## config.mk

```make
export PLATFORM = sky130hd
export DESIGN_NAME = register_pipeline
export DESIGN_NICKNAME = d
export VERILOG_FILES = /design/src/rtl/register_pipeline.sv
export SDC_FILE = /design/constraint.sdc
export NUM_CORES = 1
export LEC_CHECK = 0
export ABC_CLOCK_PERIOD_IN_PS = 3000
export BUFFER_PORTS_ARGS = -buffer_cell sky130_fd_sc_hd__buf_2
export CAP_MARGIN = 20
export CORE_UTILIZATION = 57
export CTS_CLUSTER_DIAMETER = 80
export DETAILED_ROUTE_END_ITERATION = 6
export PLACE_DENSITY = 0.95
export SLEW_MARGIN = 20
export SYNTH_ARGS = -nofsm -noshare
export SYNTH_HDL_FRONTEND = slang
export SYNTH_SLANG_ARGS = --single-unit
export TNS_END_PERCENT = 10
```

## constraint.sdc

```tcl
create_clock -name clk -period 3 [get_ports clk]
set_clock_uncertainty 0.1 [all_clocks]
set_input_delay 0.6 -clock clk [delete_from_list [all_inputs] [get_ports clk]]
set_output_delay 0.6 -clock clk [all_outputs]
set_load 0.02 [all_outputs]
```

## src/rtl/register_pipeline.sv

```systemverilog
// Shift-register pipeline of DEPTH stages, each a data word plus valid bit, with an
// occupancy counter and a combinational tap into any stage.
module register_pipeline #(
    parameter int unsigned WORD_LENGTH  = 8,
    parameter int unsigned DEPTH        = 4,
    parameter int unsigned ZERO_BUBBLES = 1
) (
    input  logic                           clk,
    input  logic                           reset,
    input  logic                           Rst,
    input  logic                           Enable,
    input  logic                           Valid_In,
    input  logic [WORD_LENGTH-1:0]         Data_Input,
    input  logic [$clog2(DEPTH)-1:0]       Tap_Sel,
    output logic [WORD_LENGTH-1:0]         Data_Output,
    output logic                           Valid_Output,
    output logic [WORD_LENGTH-1:0]         Tap_Output,
    output logic                           Tap_Valid,
    output logic [$clog2(DEPTH+1)-1:0]     Occupancy,
    output logic                           Full,
    output logic                           Empty
);

    localparam int unsigned SEL_W = $clog2(DEPTH);
    localparam int unsigned OCC_W = $clog2(DEPTH + 1);

    logic [WORD_LENGTH-1:0] data_q [DEPTH];
    logic [DEPTH-1:0]       valid_q;
    logic [OCC_W-1:0]       occ_q;

    always_ff @(posedge clk) begin
        if (reset || Rst) begin
            for (int unsigned i = 0; i < DEPTH; i++) begin
                data_q[i] <= '0;
            end
            valid_q <= '0;
            occ_q   <= '0;
        end else if (Enable) begin
            data_q[0] <= (ZERO_BUBBLES != 0 && !Valid_In) ? '0 : Data_Input;
            for (int unsigned i = 1; i < DEPTH; i++) begin
                data_q[i] <= (ZERO_BUBBLES != 0 && !valid_q[i-1]) ? '0 : data_q[i-1];
            end
            valid_q <= {valid_q[DEPTH-2:0], Valid_In};
            // Entry and exit on the same edge cancel; the guards keep the count in range.
            if (Valid_In && !valid_q[DEPTH-1] && occ_q != OCC_W'(DEPTH)) begin
                occ_q <= occ_q + OCC_W'(1);
            end else if (!Valid_In && valid_q[DEPTH-1] && occ_q != '0) begin
                occ_q <= occ_q - OCC_W'(1);
            end
        end
    end

    always_comb begin
        Tap_Output = '0;
        Tap_Valid  = 1'b0;
        for (int unsigned i = 0; i < DEPTH; i++) begin
            if (Tap_Sel == SEL_W'(i)) begin
                Tap_Output = data_q[i];
                Tap_Valid  = valid_q[i];
            end
        end
    end

    assign Data_Output  = data_q[DEPTH-1];
    assign Valid_Output = valid_q[DEPTH-1];
    assign Occupancy    = occ_q;
    assign Full         = (occ_q == OCC_W'(DEPTH));
    assign Empty        = (occ_q == '0);

endmodule

```

Word-level counts from Yosys, hierarchy flattened
Memories as Yosys holds them, arrays and structs flattened.
Index checks and enable logic that the tools add are counted.
- register bits: 7
- RAM bits: 32
- output and inout port bits: 23
- logic and storage cells: 49
- memories: 1
- add/subtract/negate cells: 2
- eq/ne operators: 5
- multiplexer cells: 23
- bitwise operators: 4
- reduce and logical (&&, ||, !) cells: 12
- memory list (memory ; words ; bits a word ; read ports ; clocked after Yosys merged registers in ; wr ports ; line ; text):
    data_q ; 4 ; 8 ; 4 ; 0 ; 4 ; 27 ; logic [WORD_LENGTH-1:0] data_q [DEPTH];
- operators by type and width (cell ; number):
    $mux 8 ; 12
    $mux 1 ; 9
    $mux 3 ; 2
    $eq 2x2->1 const B ; 2
    $logic_and 1x1->1 ; 4
    $or 1x1->1 ; 4
    $add 3x1->3 const B ; 1
    $eq 3x3->1 const B ; 1
    $logic_not 3->1 ; 1
    $ne 3x3->1 const B ; 1
    $reduce_bool 3->1 ; 1
    $sub 3x1->3 const B ; 1
    $eq 2x1->1 const B ; 1
    $logic_not 1->1 ; 2
    $logic_not 2->1 ; 1
    $reduce_and 2->1 ; 1
    $reduce_bool 2->1 ; 1
    $logic_or 1x1->1 ; 1

Depth between registers and ports, before layout
- word-level depth: 5
- gate-level depth with buffers: 6
- gate-level depth less buffers: 6

Worst setup path after synthesis
No wires, ideal clock.
- path kind: input-to-output
- start point: input port Tap_Sel[0]
- end point: output port Tap_Output[0]
- data arrival time: 1442 ps
- setup slack: 858 ps
- stages on the path: 2
- cells stage by stage: buf_2 -> mux4_2
- word-level cells in the longest chain between the ends: 5
- RTL lines (item ; line ; text):
    start: declaration ; 14 ; input logic [$clog2(DEPTH)-1:0] Tap_Sel,
    $logic_not 2->1 ; 57 ; if (Tap_Sel == SEL_W'(i)) begin
    $mux 8 (3 in a row) ; 57 ;
    $mux 8 * ; 57 ;
    end: declaration ; 17 ; output logic [WORD_LENGTH-1:0] Tap_Output,
Mark *: on every way between the ends. The rest lies on a longest branch, timed or not.

Final worst setup path
- start point: input port Tap_Sel[0]
- end point: output port Tap_Output[5]
The elaborated chain is that of the path after synthesis.

==> results by group <==
Status
  • Status: finished clean

Worst setup path
  • Critical path arrival: 1.60 ns
  • CP max stage cell: mux4_2
  • CP Capture Type: primary output
  • Cell family with most CP delay: multiplexers
  • Most used cell, CP: buf_2
  • CP Buf/Inv Count: 2
  • Worst endpoint required time: 2.30 ns
  • CP peak stage delay: 0.54 ns
  • Worst setup SP type: primary input
  • CP cell instances: buf_2 > mux4_2 > buf_2
  • Worst setup path class: primary input to primary output
  • CP max FO: 9

Floorplanning
  • Area of the die: 3408 um^2
  • Core ar.: 3028 um^2
  • Rows: 20
  • Die Wd: 58.38 um
  • Chip Height: 58.38 um
  • Num ports: 38
  • Initial Util: 59.83%

Synth
  • Syn Inst Count: 127
  • Ys Warns: 0
  • FF+latch count, synth: 39
  • Count of different cell masters after synthesis: 25
  • Synthesized cell area: 1812 um^2
  • Syn avg cell area: 14.27 um^2
  • Share of the yosys chip area belonging to registers: 60.77%
  • Post-synth net total: 143

Job
  • Total of max-cap violations: 0

Clock network
  • Clk buf depth: 2
  • Max H-tree Level: 2
  • Clock Sinks: 39
  • Setup bufs post-CTS: 0
  • Clock root buffer: clkbuf_4
  • Clock latency on the worst-skew pair: 0.36 ns
  • Post-CTS sizing: 0
  • Cts bufs inserted: 5
  • Hold_buf cts: 0
  • TritonCTS clock tree: yes
  • Clk pin slew, worst setup/hold paths: 0.11 ns

Drt
  • Vias post-DR: 1116
  • Via density: 5.498
  • Average wire per standard cell: 16.52 um
  • Drt drc: 0
  • Antenna-violating nets left: 0
  • Final WL: 3354 um
  • Drt pass-1 iters: 4
  • Drt initial violations: 58

Finish
  • Post-Route Utilization: 66.98%
  • Syn-to-layout area delta: 11.95%
  • Diodes inserted: 0
  • Commonest non-fill, non-tap cells in the layout: buf_2 (37), and2_1 (32), edfxtp_1 (32)
  • Nets@finish: 174
  • Cell Count, Final, Fillers Out: 203
  • Post-Layout Inst Area: 2028 um^2
  • Layout cell share with drive strength beyond 1: 35.22%
  • Commonest non-fill, non-tap cell in the layout: buf_2

STA
  • Hold slack: 0.3383 ns
  • Slew HR: 66.77%
  • RSZ-0062 raised after global routing: no
  • Minimum clock period after layout: 2.302 ns
  • Fin crit share: 76.72%
  • Setup violators final: 0
  • FMAX: 434.5 MHz
  • Endpoints failing hold: 0
  • Setup TNS: 0 ns
  • Max Slew Vio Count: 0
  • Worst Max-Slew Pin Slew: 0.4947 ns

Power and ir drop
  • Net Switching: 0.2230 mW
  • Pwr dens: 466.6 nW/um^2
  • Clock network power share: 26.8%
  • Leakage Power: 0.9263 nW
  • Comb pwr share: 8.7%
  • Worst VDD drop: 0.2483 mV
  • Switch share: 23.56%
  • Sequential share of power: 64.5%
  • P_int: 0.7234 mW

Global routing
  • First-pass GRT wire length: 5340 um
  • Overflow left after global routing: 0
  • Initial antenna violation count: 0
  • Global router's overall resource usage: 22.94%
  • Largest net degree at the start of global routing: 17
  • Vias in the first global route: 1107

Place
  • Hpwl dp: 2354 um
  • Placed insts: 195
  • Buffers added on ports: 37
  • Final GP Congestion: 0.7384
  • Placed Area: 1978 um^2

Hold path
  • Hold Crit Class: primary input to flop
through the flow:
| stage | setup slack [ns] | power (mW) |
|---|---|---|
| 3_5_place_dp | 0.5784 | 0.7056 |
| 3_3_place_gp | 0.6937 | 0.7013 |
| 5_1_grt | 0.6306 | 0.9774 |
| 6_report | 0.6983 | 0.9464 |
| 2_1_floorplan | 0.8575 | 0.6780 |
| 4_1_cts | 0.6730 | 0.9478 |
power groups by stage:
stage	logic, mW	registers, mW	clock network [mW]
6_report	0.0821	0.611	0.254
5_1_grt	0.0883	0.613	0.276
4_1_cts	0.0828	0.611	0.254
3_5_place_dp	0.0826	0.623	0
3_3_place_gp	0.0796	0.622	0
2_1_floorplan	0.0579	0.620	0
flip-flops by register name (all words and copies together) (netlist names):
register / cells
Occupancy: 3
data_q: 32
valid_q: 4
Yosys cell counts:
cell type  count  share of area, %
nor2b_1        2              0.69
nand2_1        2              0.41
nor4b_1        1              0.48
a32oi_1        1              0.48
buf_4          8               3.3
nor2_1         1              0.21
or3b_4         1              0.62
clkbuf_1       5               1.0
and3_1         4               1.4
fa_1           1               1.1
inv_1          2              0.41
edfxtp_1      32                53
a21oi_1        1              0.28
and4_4         1              0.62
and3b_1        1              0.48
a31o_1         1              0.48
nor3_1         5               1.4
dfxtp_1        7               7.7
buf_2          2              0.55
o21ai_0        2              0.55
o2bb2ai_1      1              0.48
nand2b_1       1              0.35
a21o_1         4               1.7
and2_1        32                11
mux4_2         9                11
layout make-up:
cell class                      count  area (um^2)
Clock buffer                        6        41.29
Fill cell                         233        999.7
Tap cell                           44        55.05
Clock inverter                      2        8.758
Sequential cell                    39         1101
Timing Repair Buffer               39        200.2
Inverter                            2        7.507
Multi-Input combinational cell     71        614.3
path summary, 6_finish.rpt:
kind | slack, ns | depth (start not counted) | startpoint | endpoint
hold / removal | 0.34 | 2 | Rst | Occupancy[1]$_SDFFE_PP0P_
setup reg to reg | 0.89 | 6 | Occupancy[0]$_SDFFE_PP0P_ | Occupancy[2]$_SDFFE_PP0P_
setup / recovery | 0.70 | 3 | Tap_Sel[0] | Tap_Output[5]
hold reg to reg | 0.39 | 1 | valid_q[0]$_SDFFE_PP0P_ | valid_q[0]$_SDFFE_PP0P_
layer usage:
metal  GRT usage (%)  up-vias  routed length, um
met1           28.44      547               1406
met2           36.95       44               1665
met5               0        -                  0
met4           9.184        0                 59
li1                -      519                  -
met3           8.352        6                222
kinds of logic after synthesis:
family / Yosys count / synth area share [%]
buffers and inverters: 17 / 5.318
AND/OR/NAND/NOR: 51 / 17.68
multiplexers: 9 / 11.19
adder cells (fa/ha/maj): 1 / 1.105
AO/OA/AOI/OAI: 10 / 3.937
flip-flops: 39 / 60.77
No activity file was read; power rests on OpenSTA's default activity.
